### config.mk
export PLATFORM = sky130hd
export DESIGN_NAME = dlfloat_result_serializer
export DESIGN_NICKNAME = d
export VERILOG_FILES = /design/src/rtl/dlfloat_pkg.sv /design/src/rtl/dlfloat_result_fifo.sv /design/src/rtl/dlfloat_result_serializer.sv
export SDC_FILE = /design/constraint.sdc
export NUM_CORES = 1
export LEC_CHECK = 0
export CORE_ASPECT_RATIO = 0.5
export CORE_MARGIN = 1
export CORE_UTILIZATION = 56
export DETAILED_ROUTE_END_ITERATION = 8
export HOLD_SLACK_MARGIN = 0.05
export PLACE_DENSITY = 0.79
export SETUP_SLACK_MARGIN = 0.02
export SYNTH_ARGS = -nofsm -noshare
export SYNTH_HDL_FRONTEND = slang
export SYNTH_SLANG_ARGS = --single-unit
### constraint.sdc
create_clock -name clk -period 2.4 [get_ports clk]
set_input_delay 0.36 -clock clk [delete_from_list [all_inputs] [get_ports clk]]
set_output_delay 0.36 -clock clk [all_outputs]
set_load 0.1 [all_outputs]
### src/rtl/dlfloat_pkg.sv
// Shared DLFloat16 definitions (sign 1, exponent 6, mantissa 9) and the
// serializer control-state encoding.
package dlfloat_pkg;

  localparam int DLF_W     = 16;
  localparam int DLF_EXP_W = 6;
  localparam int DLF_MAN_W = 9;

  localparam logic [DLF_W-1:0] DLF_NAN  = 16'hFFFF;
  localparam logic [DLF_W-1:0] DLF_ZERO = 16'h0000;

  typedef enum logic [1:0] {
    ST_IDLE    = 2'b00,
    ST_WAIT    = 2'b01,
    ST_CAPTURE = 2'b10
  } dlf_state_e;

endpackage

### src/rtl/dlfloat_result_fifo.sv
// Synchronous register FIFO holding captured accumulator results; head is the
// oldest entry, count is the number of queued entries.
module dlfloat_result_fifo
  import dlfloat_pkg::*;
#(
  parameter int DEPTH = 4,
  parameter int WIDTH = DLF_W
) (
  input  logic                   clk,
  input  logic                   rst,
  input  logic                   push,
  input  logic                   pop,
  input  logic [WIDTH-1:0]       wr_data,
  output logic [WIDTH-1:0]       head,
  output logic [$clog2(DEPTH):0] count
);

  localparam int PTR_W = $clog2(DEPTH);
  localparam int CNT_W = PTR_W + 1;
  localparam logic [CNT_W-1:0] CNT_FULL = CNT_W'(DEPTH);

  logic [WIDTH-1:0] mem_r [DEPTH];
  logic [PTR_W-1:0] wr_ptr_r;
  logic [PTR_W-1:0] rd_ptr_r;
  logic [CNT_W-1:0] count_r;
  logic             push_ok_s;
  logic             pop_ok_s;

  // Guard against overflow/underflow even though the caller never requests them.
  assign push_ok_s = push && (count_r != CNT_FULL);
  assign pop_ok_s  = pop && (count_r != {CNT_W{1'b0}});

  // Storage array write port.
  always_ff @(posedge clk) begin
    if (push_ok_s) begin
      mem_r[wr_ptr_r] <= wr_data;
    end
  end

  // Pointer and occupancy bookkeeping; pointers wrap naturally at DEPTH.
  always_ff @(posedge clk) begin
    if (rst) begin
      wr_ptr_r <= {PTR_W{1'b0}};
      rd_ptr_r <= {PTR_W{1'b0}};
      count_r  <= {CNT_W{1'b0}};
    end else begin
      if (push_ok_s) begin
        wr_ptr_r <= wr_ptr_r + PTR_W'(1);
      end
      if (pop_ok_s) begin
        rd_ptr_r <= rd_ptr_r + PTR_W'(1);
      end
      case ({push_ok_s, pop_ok_s})
        2'b10:   count_r <= count_r + CNT_W'(1);
        2'b01:   count_r <= count_r - CNT_W'(1);
        default: count_r <= count_r;
      endcase
    end
  end

  assign head  = mem_r[rd_ptr_r];
  assign count = count_r;

endmodule

### src/rtl/dlfloat_result_serializer.sv
// Counts operand pairs sent to the DLFloat16 MAC, captures each finished dot
// product, clears the MAC and streams queued results out high byte first.
module dlfloat_result_serializer
  import dlfloat_pkg::*;
#(
  parameter int VEC_LEN = 4,
  parameter int LAT     = 3,
  parameter int DEPTH   = 4
) (
  input  logic                   clk,
  input  logic                   rst,
  input  logic                   pair_valid,
  output logic                   pair_ready,
  input  logic [DLF_W-1:0]       acc_in,
  output logic                   acc_clr,
  output logic [7:0]             byte_out,
  output logic                   byte_valid,
  input  logic                   byte_ready,
  output logic                   byte_last,
  output logic [$clog2(DEPTH):0] fifo_count,
  output logic                   drop_err
);

  localparam int CNT_W  = (VEC_LEN > 1) ? $clog2(VEC_LEN) : 1;
  localparam int DLY_W  = (LAT > 1) ? $clog2(LAT) : 1;
  localparam int FCNT_W = $clog2(DEPTH) + 1;

  localparam logic [CNT_W-1:0]  PAIR_LAST = CNT_W'(VEC_LEN - 1);
  localparam logic [DLY_W-1:0]  DLY_INIT  = DLY_W'(LAT - 1);
  localparam logic [FCNT_W-1:0] FIFO_FULL = FCNT_W'(DEPTH);

  dlf_state_e        state_r;
  dlf_state_e        state_nxt_s;
  logic [CNT_W-1:0]  pair_cnt_r;
  logic [CNT_W-1:0]  pair_cnt_nxt_s;
  logic [DLY_W-1:0]  dly_r;
  logic [DLY_W-1:0]  dly_nxt_s;
  logic              phase_lo_r;
  logic              drop_err_r;
  logic              accept_s;
  logic              xfer_s;
  logic              push_s;
  logic              pop_s;
  logic [DLF_W-1:0]  head_s;
  logic [DLF_W-1:0]  head_vis_s;
  logic [FCNT_W-1:0] count_s;

  assign pair_ready = (state_r == ST_IDLE) && (count_s < FIFO_FULL);
  assign accept_s   = pair_valid && pair_ready;
  assign push_s     = (state_r == ST_CAPTURE);
  assign acc_clr    = push_s;
  assign byte_valid = (count_s != {FCNT_W{1'b0}});
  assign xfer_s     = byte_valid && byte_ready;
  assign pop_s      = xfer_s && phase_lo_r;
  assign byte_last  = byte_valid && phase_lo_r;
  assign fifo_count = count_s;
  assign drop_err   = drop_err_r;

  dlfloat_result_fifo #(
    .DEPTH (DEPTH),
    .WIDTH (DLF_W)
  ) u_fifo (
    .clk     (clk),
    .rst     (rst),
    .push    (push_s),
    .pop     (pop_s),
    .wr_data (acc_in),
    .head    (head_s),
    .count   (count_s)
  );

  // Byte selection; an empty queue presents zero rather than stale storage.
  always_comb begin
    head_vis_s = DLF_ZERO;
    if (byte_valid) begin
      head_vis_s = head_s;
    end else begin
      head_vis_s = DLF_ZERO;
    end
    byte_out = phase_lo_r ? head_vis_s[7:0] : head_vis_s[15:8];
  end

  // Next-state logic for the pair counter and the wait/capture sequencer.
  always_comb begin
    state_nxt_s    = state_r;
    pair_cnt_nxt_s = pair_cnt_r;
    dly_nxt_s      = dly_r;
    case (state_r)
      ST_IDLE: begin
        if (accept_s && (pair_cnt_r == PAIR_LAST)) begin
          pair_cnt_nxt_s = {CNT_W{1'b0}};
          dly_nxt_s      = DLY_INIT;
          state_nxt_s    = ST_WAIT;
        end else if (accept_s) begin
          pair_cnt_nxt_s = pair_cnt_r + CNT_W'(1);
        end else begin
          pair_cnt_nxt_s = pair_cnt_r;
        end
      end
      ST_WAIT: begin
        if (dly_r == {DLY_W{1'b0}}) begin
          state_nxt_s = ST_CAPTURE;
        end else begin
          dly_nxt_s = dly_r - DLY_W'(1);
        end
      end
      ST_CAPTURE: begin
        state_nxt_s = ST_IDLE;
      end
      default: begin
        state_nxt_s    = ST_IDLE;
        pair_cnt_nxt_s = {CNT_W{1'b0}};
        dly_nxt_s      = {DLY_W{1'b0}};
      end
    endcase
  end

  // Control registers, byte phase and the sticky rejected-pair flag.
  always_ff @(posedge clk) begin
    if (rst) begin
      state_r    <= ST_IDLE;
      pair_cnt_r <= {CNT_W{1'b0}};
      dly_r      <= {DLY_W{1'b0}};
      phase_lo_r <= 1'b0;
      drop_err_r <= 1'b0;
    end else begin
      state_r    <= state_nxt_s;
      pair_cnt_r <= pair_cnt_nxt_s;
      dly_r      <= dly_nxt_s;
      if (xfer_s) begin
        phase_lo_r <= ~phase_lo_r;
      end
      if (pair_valid && !pair_ready) begin
        drop_err_r <= 1'b1;
      end
    end
  end

endmodule
==> metrics.cfg, run 1 <==
[timing]
setup_tns_ns=0
skew_ns=0.00446
timing.final.crit_period_ns=2.30
hold_viol_final=0
holdWs_ns=0.492
setup_viol=0
max_freq_mhz=434
maxSlewHeadroom_pct=59.3
rsz0062_at_grt=false
maxSlewViolCount=0
tightestPinTransition_ns=0.608
final.period_utilization_pct=95.9

[worst_hold_path]
hold_path_depth=2
hold_class=flop to flop
min_to=drop_err$_SDFFE_PP0P_
hp-start=drop_err$_SDFFE_PP0P_

[global_routing]
overflow=0
track_usage_pct=21.1
grt_pass1_vias=1864
grt_pass1_wl_mm=9.47
antenna_found_initial=0
grt_max_degree=17

[routing]
ant_nets=0
drc=1
wl_met1_mm=2.60
wl_per_cell_um=18.4
via_per_inst=5.59
dr_wl_met2_mm=3.02
routed_wl_mm=5.91
drtPass1Iterations=6
num_vias=1801
routed.top_layer=met4
wl_met3_um=227
drt_first_iter_violations=68

[yosys]
yosysTopAreaCell=edfxtp_1
yosysUniqueCellTypes=32
syn-instance-count=199
synth_area_mm2=0.00338
synth_nets=231
synthTopCellsByArea=edfxtp_1 57%, mux4_1 11%, dfxtp_1 10%
synth_top_area_share_pct=56.9
ys_warn_count=0
seq_area_frac_synth_pct=67.0
ys_ff_latch=81
synth_area_per_cell_um2=17.0

[finish]
syn_to_final_growth_pct=27.5
drive_above_1_share_pct=22.5
insertedDiodeCount=0
nets=276
design_area_mm2=0.00431
fill_cells=325
final_util_pct=76.4

[die]
die_area_mm2=0.00636
io_pins=36
core_area_mm2=0.00563
die_h_um=56.9
start_util_pct=59.9
rows=19
die-width_um=112

[pwr]
netSwitchingPower_uw=1720
cell_internal_pwr_uw=3260
power_frac_clock_pct=28.8
combPwrFrac_pct=35.9
p_leak_uw=0.00151
swShare_pct=34.6
cellPowerDensity_mw_per_mm2=1160
vdd_drop_max_mv=1.05
p_seq_share_pct=35.3

[placement]
dp_hpwl_mm=3.69
gp_congestion=0.784
io_buffers=35
placed_area_mm2=0.00397

[worst_setup_path]
cp-end-kind=output port
worst_r2r_path_depth=11
reg2reg_slack_ns=0.25
reg2reg_from=state_r[0]$_SDFFE_PP0P_
rr_endpoint=u_fifo.count[2]$_SDFFE_PP0P_
cp_data_required_time_ns=2.04
arrival_ns=1.94
crit_type=flop to output port
start_kind=flop
crit_fanout=16

[status]
violations=design-rule violations
outcome=complete, but fails checks

[clocking]
clockRootBuffer=clkbuf_16
cts_setup_buffers=0
numCtsBuffers=9
worstSkewPairLatency_ns=0.33
clockBufferDepth=2
clk_pin_slew_worst_paths_ns=0.06
tritoncts=built
htreeDepth=3
cts_sinks=81

[run]
drv_cap=0

## flip-flops by register name, summed over array words and instances, names as in the netlist, named ones only
| register | cells |
|---|---|
| phase_lo_r | 1 |
| state_r | 2 |
| dly_r | 2 |
| u_fifo.count | 3 |
| u_fifo.wr_ptr_r | 2 |
| pair_cnt_r | 2 |
| u_fifo.mem_r | 64 |
| drop_err | 1 |
| u_fifo.rd_ptr_r | 2 |
## cell families after synthesis
group | after synthesis | synth area share [%]
XOR/XNOR | 6 | 1.56
flip-flops | 81 | 67.0
AND/OR/NAND/NOR | 38 | 5.85
multiplexers | 21 | 13.7
buffers and inverters | 20 | 3.00
adder cells (fa/ha/maj) | 12 | 4.67
AO/OA/AOI/OAI | 21 | 4.22
## layer usage
metal  vias to the layer above  global-route usage (%)
met3                         7                    6.59
met1                       905                    25.6
met5                         -                       0
met2                        35                    36.7
met4                         0                    7.14
li1                        854                       -
## Yosys cell counts, drive strengths merged
cell and instances:
xnor2 2, a31oi 1, nor2 14, nor3 2
nand2 3, edfxtp 64, a211oi 1, and2 7
nand3b 1, clkbuf 4, a21oi 9, o21ai 1
ha 11, nand2b 2, nand3 2, o31a 1
buf 5, inv 11, mux4 16, or3 2
nor2b 4, dfxtp 17, xor2 4, mux2i 5
nor3b 1, a22o 8, fa 1
## how the worst max path moves through the flow
stage               slack (ns)  cells after the start                          from                           end
global placement           0.1                      8                    byte_ready  u_fifo.count[2]$_SDFFE_PP0P_
floorplan                -0.06                      4  u_fifo.count[2]$_SDFFE_PP0P_                   byte_out[0]
detailed placement        0.04                      8                    byte_ready  u_fifo.count[2]$_SDFFE_PP0P_
global route              0.04                      4                          flop                   byte_out[3]
finish                     0.1                      4                          flop                   byte_out[2]
CTS                       0.05                      4                          flop                   byte_out[2]
## critical path, cell delays in order (launching register included)
cell     delay [ns]
dfxtp_1        0.35
buf_12         0.18
mux4_1         0.61
a22o_4         0.29
buf_12         0.16
## final cells by class
type / instances / area [um^2] / share of cell area, %
tap: 73 / 91.3 / 2.12
timing repair buffer: 43 / 533 / 12.4
clock buffer: 10 / 229 / 5.32
multi-input combinational: 98 / 1060 / 24.5
clock inverter: 6 / 90.1 / 2.09
sequential: 81 / 2270 / 52.6
inverter: 11 / 41.3 / 0.959
## stage by stage
step / total power, uW / std cells / worst slack [ns]
after floorplan: 3030 / 199 / -0.0559
after global placement: 3510 / 306 / 0.0982
after detailed placement: 3570 / 306 / 0.0385
after CTS: 5020 / 322 / 0.0503
after global routing: 5190 / 322 / 0.0377
final: 4980 / 322 / 0.0985
## timing repair
action | 4_1_cts | 5_1_grt
gates resized for setup | 2 | 2
hold buffers | 0 | 0
endpoints found under the hold margin | 0 | 0
endpoints found under the setup margin | 8 | 2
## layout by cell type (no fill, tap or decap), types with 6 or more instances in the layout
| cell type | n |
|---|---|
| edfxtp_1 | 64 |
| clkdlybuf4s50_1 | 19 |
| mux4_1 | 14 |
| nor2_1 | 14 |
| dfxtp_1 | 14 |
| buf_12 | 13 |
| inv_1 | 11 |
| buf_4 | 11 |
| ha_1 | 10 |
| a21oi_1 | 9 |
| clkbuf_16 | 9 |
| and2_1 | 7 |
| a22o_2 | 6 |
## power by group through the flow
stage                     Combinational [uW]  Sequential [uW]  Clock, uW
after CTS                               1800             1760       1460
after global routing                    1900             1780       1520
after global placement                  1740             1770          0
after detailed placement                1780             1790          0
final                                   1790             1760       1430
after floorplan                         1170             1860          0
No activity file was read; power rests on OpenSTA's default activity.
==> run 2, diff against run 1 <==
CORE_UTILIZATION = 60   (was 56)
DONT_BUFFER_PORTS = 1   (was not set)
PLACE_DENSITY = 0.76   (was 0.79)
==> run 2 against run 1 <==
The run now ends clean. Clock skew grew 0.0073 ns. Worst setup slack is essentially flat. Maximum frequency is essentially flat. Total power shrank 12%. Sequential share of layout area grew 5.3 points. Die area shrank 6.5%. Clock-buffer cell count shrank 1. Hold slack lost 0.41 ns. Critical path depth is the same. Sequential cell count is the same. Utilization shrank 0.53 points. Register-to-register slack is essentially flat.
==> metrics.cfg, run 2 (synthesized netlist as in run 1, its figures left out) <==
[worst_setup_path]
cp-end-kind=output port  ; unchanged
arrival_ns=1.94  ; about the same
reg2reg_from=state_r[0]$_SDFFE_PP0P_  ; unchanged
cp_data_required_time_ns=2.04  ; about the same
reg2reg_slack_ns=0.26  ; was 0.25 ns
crit_fanout=16  ; unchanged
crit_type=flop to output port  ; unchanged
start_kind=flop  ; unchanged

[die]
die_area_mm2=0.00595  ; was 0.00636 mm^2
rows=18  ; was 19
io_pins=36  ; unchanged
core_area_mm2=0.00516  ; was 0.00563 mm^2
die-width_um=108  ; was 112 um
die_h_um=55.1  ; was 56.9 um
start_util_pct=65.5  ; was 59.9%

[clocking]
clockRootBuffer=clkbuf_8  ; was clkbuf_16
cts_sinks=81  ; unchanged
clockBufferDepth=2  ; unchanged
worstSkewPairLatency_ns=0.35  ; was 0.33 ns
clk_pin_slew_worst_paths_ns=0.08  ; was 0.06 ns
numCtsBuffers=9  ; unchanged
tritoncts=built  ; unchanged
htreeDepth=3  ; unchanged

[worst_hold_path]
hold_class=primary input to flop  ; was flop to flop
hp-start=rst  ; was drop_err$_SDFFE_PP0P_

[pwr]
vdd_drop_max_mv=1.22  ; was 1.05 mV
p_leak_uw=0.00135  ; was 0.00151 uW
cellPowerDensity_mw_per_mm2=1120  ; was 1160 mW/mm^2

[timing]
skew_ns=0.0117  ; was 0.00446 ns
hold_viol_final=0  ; unchanged
tightestPinTransition_ns=0.550  ; was 0.608 ns
holdWs_ns=0.0831  ; was 0.492 ns
maxSlewViolCount=0  ; unchanged
maxSlewHeadroom_pct=63.1  ; was 59.3%
max_freq_mhz=435  ; was 434 MHz
final.period_utilization_pct=95.9  ; about the same
timing.final.crit_period_ns=2.30  ; about the same
rsz0062_at_grt=false  ; unchanged
setup_viol=0  ; unchanged

[routing]
drc=0  ; was 1
drtPass1Iterations=6  ; unchanged
routed_wl_mm=6.14  ; was 5.91 mm
drt_first_iter_violations=77  ; was 68
ant_nets=0  ; unchanged
via_per_inst=5.93  ; was 5.59
wl_per_cell_um=20.5  ; was 18.4 um
num_vias=1774  ; was 1801

[finish]
most-common-layout-cells=64 x edfxtp_1, 14 x nor2_1, 14 x dfxtp_1, 14 x buf_4, 13 x mux4_1  ; was 64 x edfxtp_1, 19 x clkdlybuf4s50_1, 14 x mux4_1, 14 x nor2_1, 14 x dfxtp_1
syn_to_final_growth_pct=15.9  ; was 27.5%
largest-register=u_fifo.mem_r  ; unchanged
nets=256  ; was 276
final_util_pct=75.9  ; was 76.4%
insertedDiodeCount=0  ; unchanged
drive_above_1_share_pct=24.5  ; was 22.5%
largest_reg_flops=64  ; unchanged
layout_commonest_cell=edfxtp_1  ; unchanged

[run]
drv_cap=0  ; unchanged

[placement]
gp_congestion=0.711  ; was 0.784
dp_hpwl_mm=3.82  ; was 3.69 mm
io_buffers=0  ; was 35

[global_routing]
antenna_found_initial=0  ; unchanged
grt_max_degree=17  ; unchanged
track_usage_pct=22.8  ; was 21.1%
overflow=0  ; unchanged
grt_pass1_wl_mm=9.02  ; was 9.47 mm
grt_pass1_vias=1729  ; was 1864

[status]
outcome=finished, final reports clean  ; was complete, but fails checks

-- run 2: cell type report --
class	count	area (um^2)
tap	70	87.6
sequential	81	2270
clock buffer	9	124
clock inverter	7	77.6
fill	299	1240
timing repair buffer	23	265
inverter	11	41.3
multi-input combinational	98	1050
-- run 2: final timing paths --
| kind | endpoint | cells past startpoint |
|---|---|---|
| setup reg to reg | u_fifo.count[2]$_SDFFE_PP0P_ | 11 |
| setup / recovery | byte_out[0] | 4 |
| hold reg to reg | dly_r[0]$_SDFFE_PP0P_ | 2 |
| hold / removal | dly_r[0]$_SDFFE_PP0P_ | 1 |
-- run 2: what timing repair did --
item                                    in CTS  in global routing
gates cloned                                 0                  0
pin swaps                                    0                  0
setup buffers                                0                  0
hold buffers                                 1                  1
endpoints found under the hold margin        3                  4
endpoints found under the setup margin       8                  1
resized for setup                            4                  1
-- run 2: metal layers --
metal  GRT usage, %  wire length (um)  share of wire [%]
met2           40.9              3150                 51
met5              0                 0                  0
met4           7.53                41               0.67
met1           26.8              2540                 41
met3           7.85               398                6.5
-- run 2: worst max-delay path, stage by stage, from the launching register on --
cell	delay (ns)
dfxtp_1	0.36
buf_12	0.17
mux4_1	0.59
a22o_2	0.31
buf_12	0.17
-- run 2: stage by stage --
stage,area [um^2],std cells,total power (uW),setup slack (ns),setup TNS (ns)
floorplan,3420,199,3030,-0.0559,-0.335
global placement,3680,281,3350,0.370,0
detailed placement,3680,281,3400,0.269,0
CTS,3900,298,4400,0.0462,0
global route,3920,299,4550,0.0322,0
finish,3920,299,4370,0.0990,0
-- run 2: report_power, final --
group	leakage, uW	internal, uW	switching [uW]
clock network	0.000100	489	495
registers	0.000717	1680	75.7
logic	0.000535	529	1100
==> RTL edit 1: new RTL, settings of run 1 <==
The parameter `LAT` goes from 3 to 2.
--- a/src/rtl/dlfloat_result_serializer.sv
+++ b/src/rtl/dlfloat_result_serializer.sv
@@ -5,5 +5,5 @@
 #(
   parameter int VEC_LEN = 4,
-  parameter int LAT     = 3,
+  parameter int LAT     = 2,
   parameter int DEPTH   = 4
 ) (
Formal check against the unedited RTL: not equivalent (a bounded check fails within 10 cycles, from zero or initial values and one cycle with rst high).
==> RTL edit 1 against run 1 <==
- sequential cell count shrank 1
- worst setup slack improved by 0.022 ns
- critical path depth is the same
- synthesized area is 2.5% lower
- final area down 3.0%
- routed wire length down 1.5%
- fmax rose by 0.96%
- via count shrank 3.5%
- synthesized cell count is 7.5% lower
Power is not compared: it rests on default switching activity, and its combinational part moved more than twofold at a synthesized area within 25%.
==> RTL edit 1: results <==
[run_status]
status = complete, no violations

[logic_synthesis]
synth-seq-area-share_pct = 68.1
synth_commonest_cells = edfxtp_1, dfxtp_1, nor2_1
synth_nets = 216
netlist_instances = 184
yosys-top-cells-area = edfxtp_1, mux4_1, dfxtp_1, ha_1, a22o_1

[grt]
track_usage_pct = 21.0
grt_pass1_vias = 1797
grt_pass1_wl_um = 9270

[placed_design]
dp.final_hpwl_um = 3480
gp_congestion = 0.765
placed_cells = 293
placed_cell_area_um2 = 3870

[cts]
cts_resized = 1

[finish]
layout.cells.non_filler = 309
fillers = 332
drive_gt1_share_pct = 24.2
seq_cell_count = 80
seq_area_um2 = 2250
final-clk-cell-share_pct = 7.25
antenna_cells = 0
seq_share_pct = 53.8
multi_input_area_share_pct = 24.1
multi_input_cells = 88
nNetsFinal = 263

[timing]
worstMarginPinSlew_ns = 0.560
holdWs_ns = 0.495
fin_skew_ns = 0.00626
fin_crit_sh_pct = 95.0

[min_path]
hold_path_class = reg2reg

[critical_path]
arrival_ns = 1.92
critPathCapture = byte_out[0]

[detailed_routing]
dr.pass1.iters = 5
wire_per_inst_um = 18.8
drt-initial-drc-count = 72
## RTL edit 1: changes by cell type after synthesis, sizes merged, moves of 2 or more
cell,change
inv,-2
nor3,-2
clkbuf,-2
nor2,+2
nand2,-2
a21oi,-5
## RTL edit 1: cells by family after synthesis
kind of cell,after synthesis,share of synthesized area (%)
AND/OR/NAND/NOR,32,4.98
flip-flops,80,68.1
multiplexers,22,14.4
AO/OA/AOI/OAI,16,3.57
buffers and inverters,16,2.62
XOR/XNOR,6,1.60
adder cells (fa/ha/maj),12,4.79
## RTL edit 1: worst register-to-register path, delay by kind of cell, from the launching register on
kind / cells / cell delay, ns
simple gates: 1 / 0.30
flops: 1 / 0.39
compound gates: 2 / 0.18
buf+inv: 4 / 0.30
xor+xnor: 1 / 0.16
fa+ha+maj: 3 / 0.74
## RTL edit 1: per-layer routing
layer	vias up	wire (um)	track usage [%]
met5	-	0	0
met4	0	31	7.43
met3	4	224	6.10
met2	41	2910	35.5
met1	880	2650	26.3
li1	813	-	-
==> RTL edit 2: new RTL, flow settings as in run 1 <==
Without the edit above. Put a register stage on the output `fifo_count`, with the module's reset. The value now appears one clock later. The other outputs are not delayed to match.
--- a/src/rtl/dlfloat_result_serializer.sv
+++ b/src/rtl/dlfloat_result_serializer.sv
@@ -54,5 +54,11 @@
   assign pop_s      = xfer_s && phase_lo_r;
   assign byte_last  = byte_valid && phase_lo_r;
-  assign fifo_count = count_s;
+  always_ff @(posedge clk) begin
+    if (rst) begin
+      fifo_count <= '0;
+    end else begin
+      fifo_count <= count_s;
+    end
+  end
   assign drop_err   = drop_err_r;
 
Behaviour: not the same (a bounded check fails within 10 cycles, from zero or initial values and one cycle with rst high).
==> RTL edit 2 against run 1 <==
- sequential cell count grew 3
- worst setup slack gained 0.011 ns
- final area grew 0.15%
- non-clock buffer count shrank 1
- global-route usage shrank 0.90 points
- synthesized area grew 2.4%
- power shrank 1.6%
- fmax grew 0.49%
- routed wire length shrank 2.8%
- critical endpoint is now byte_out[1]
- highest routed layer unchanged
==> RTL edit 2: results <==
[finish]
multi_input_cells = 101
final_util_pct = 75.6
drive_gt1_share_pct = 16.5
seq_area_um2 = 2320
fillers = 339
final-clk-cell-share_pct = 7.14

[logic_synthesis]
synth_compound_area_share_pct = 4.31
yosysUniqueCellTypes = 33
yosys-top-cells-area = edfxtp_1, dfxtp_1, mux4_1, ha_1, a22o_1
synth-xor-area-share_pct = 1.52
synthAdderAreaFrac_pct = 4.56
synth-seq-area-share_pct = 67.1
synthMuxAreaShare_pct = 13.4
syn_avg_cell_area_um2 = 16.9

[detailed_routing]
viasPerCell = 5.59
wire_per_inst_um = 17.6
wl_met1_um = 2410
wl_met2_um = 2900
route.met3.wl_um = 365

[timing]
holdWs_ns = 0.489

[placed_design]
placed_cell_area_um2 = 3990
dp.final_hpwl_um = 3720
gp_congestion = 0.877

[power]
swShare_pct = 33.9
power_frac_comb_pct = 34.4
peakVddDrop_mv = 1.12
p_leak_uw = 0.00150

[cts]
cts.sinks = 84

[run_status]
status = complete, no violations

[floorplan]
fp.dieArea_um2 = 6510

[grt]
grt_pass1_wl_um = 9330
==> RTL edit 2: cell count changes in the layout (fill, tap and decap cells not counted), moves of 2 or more <==
| cell | delta |
|---|---|
| clkinv_1 | +3 |
| a22o_2 | -6 |
| buf_12 | -2 |
| nor2_1 | +2 |
| a22o_1 | +8 |
| dfxtp_1 | +6 |
| dfxtp_2 | -3 |
| a22o_4 | -2 |
==> RTL edit 2: worst max-delay path, delay by kind of cell, from the launching register on <==
| kind | cells | cell delay (ns) |
|---|---|---|
| multiplexers | 1 | 0.59 |
| flip-flops | 1 | 0.36 |
| buffers and inverters | 2 | 0.35 |
| AO/OA/AOI/OAI | 1 | 0.28 |
==> RTL edit 2: repair_timing <==
action / in CTS / in global routing
resized for setup: 1 / 1
pin swaps: 0 / 0
endpoints found under the setup margin: 8 / 2
==> RTL edit 2: routing by layer <==
layer | vias up | GRT usage [%]
met3 | 11 | 7.23
li1 | 872 | -
met2 | 61 | 35.1
met5 | - | 0
met1 | 883 | 24.3
met4 | 0 | 6.20
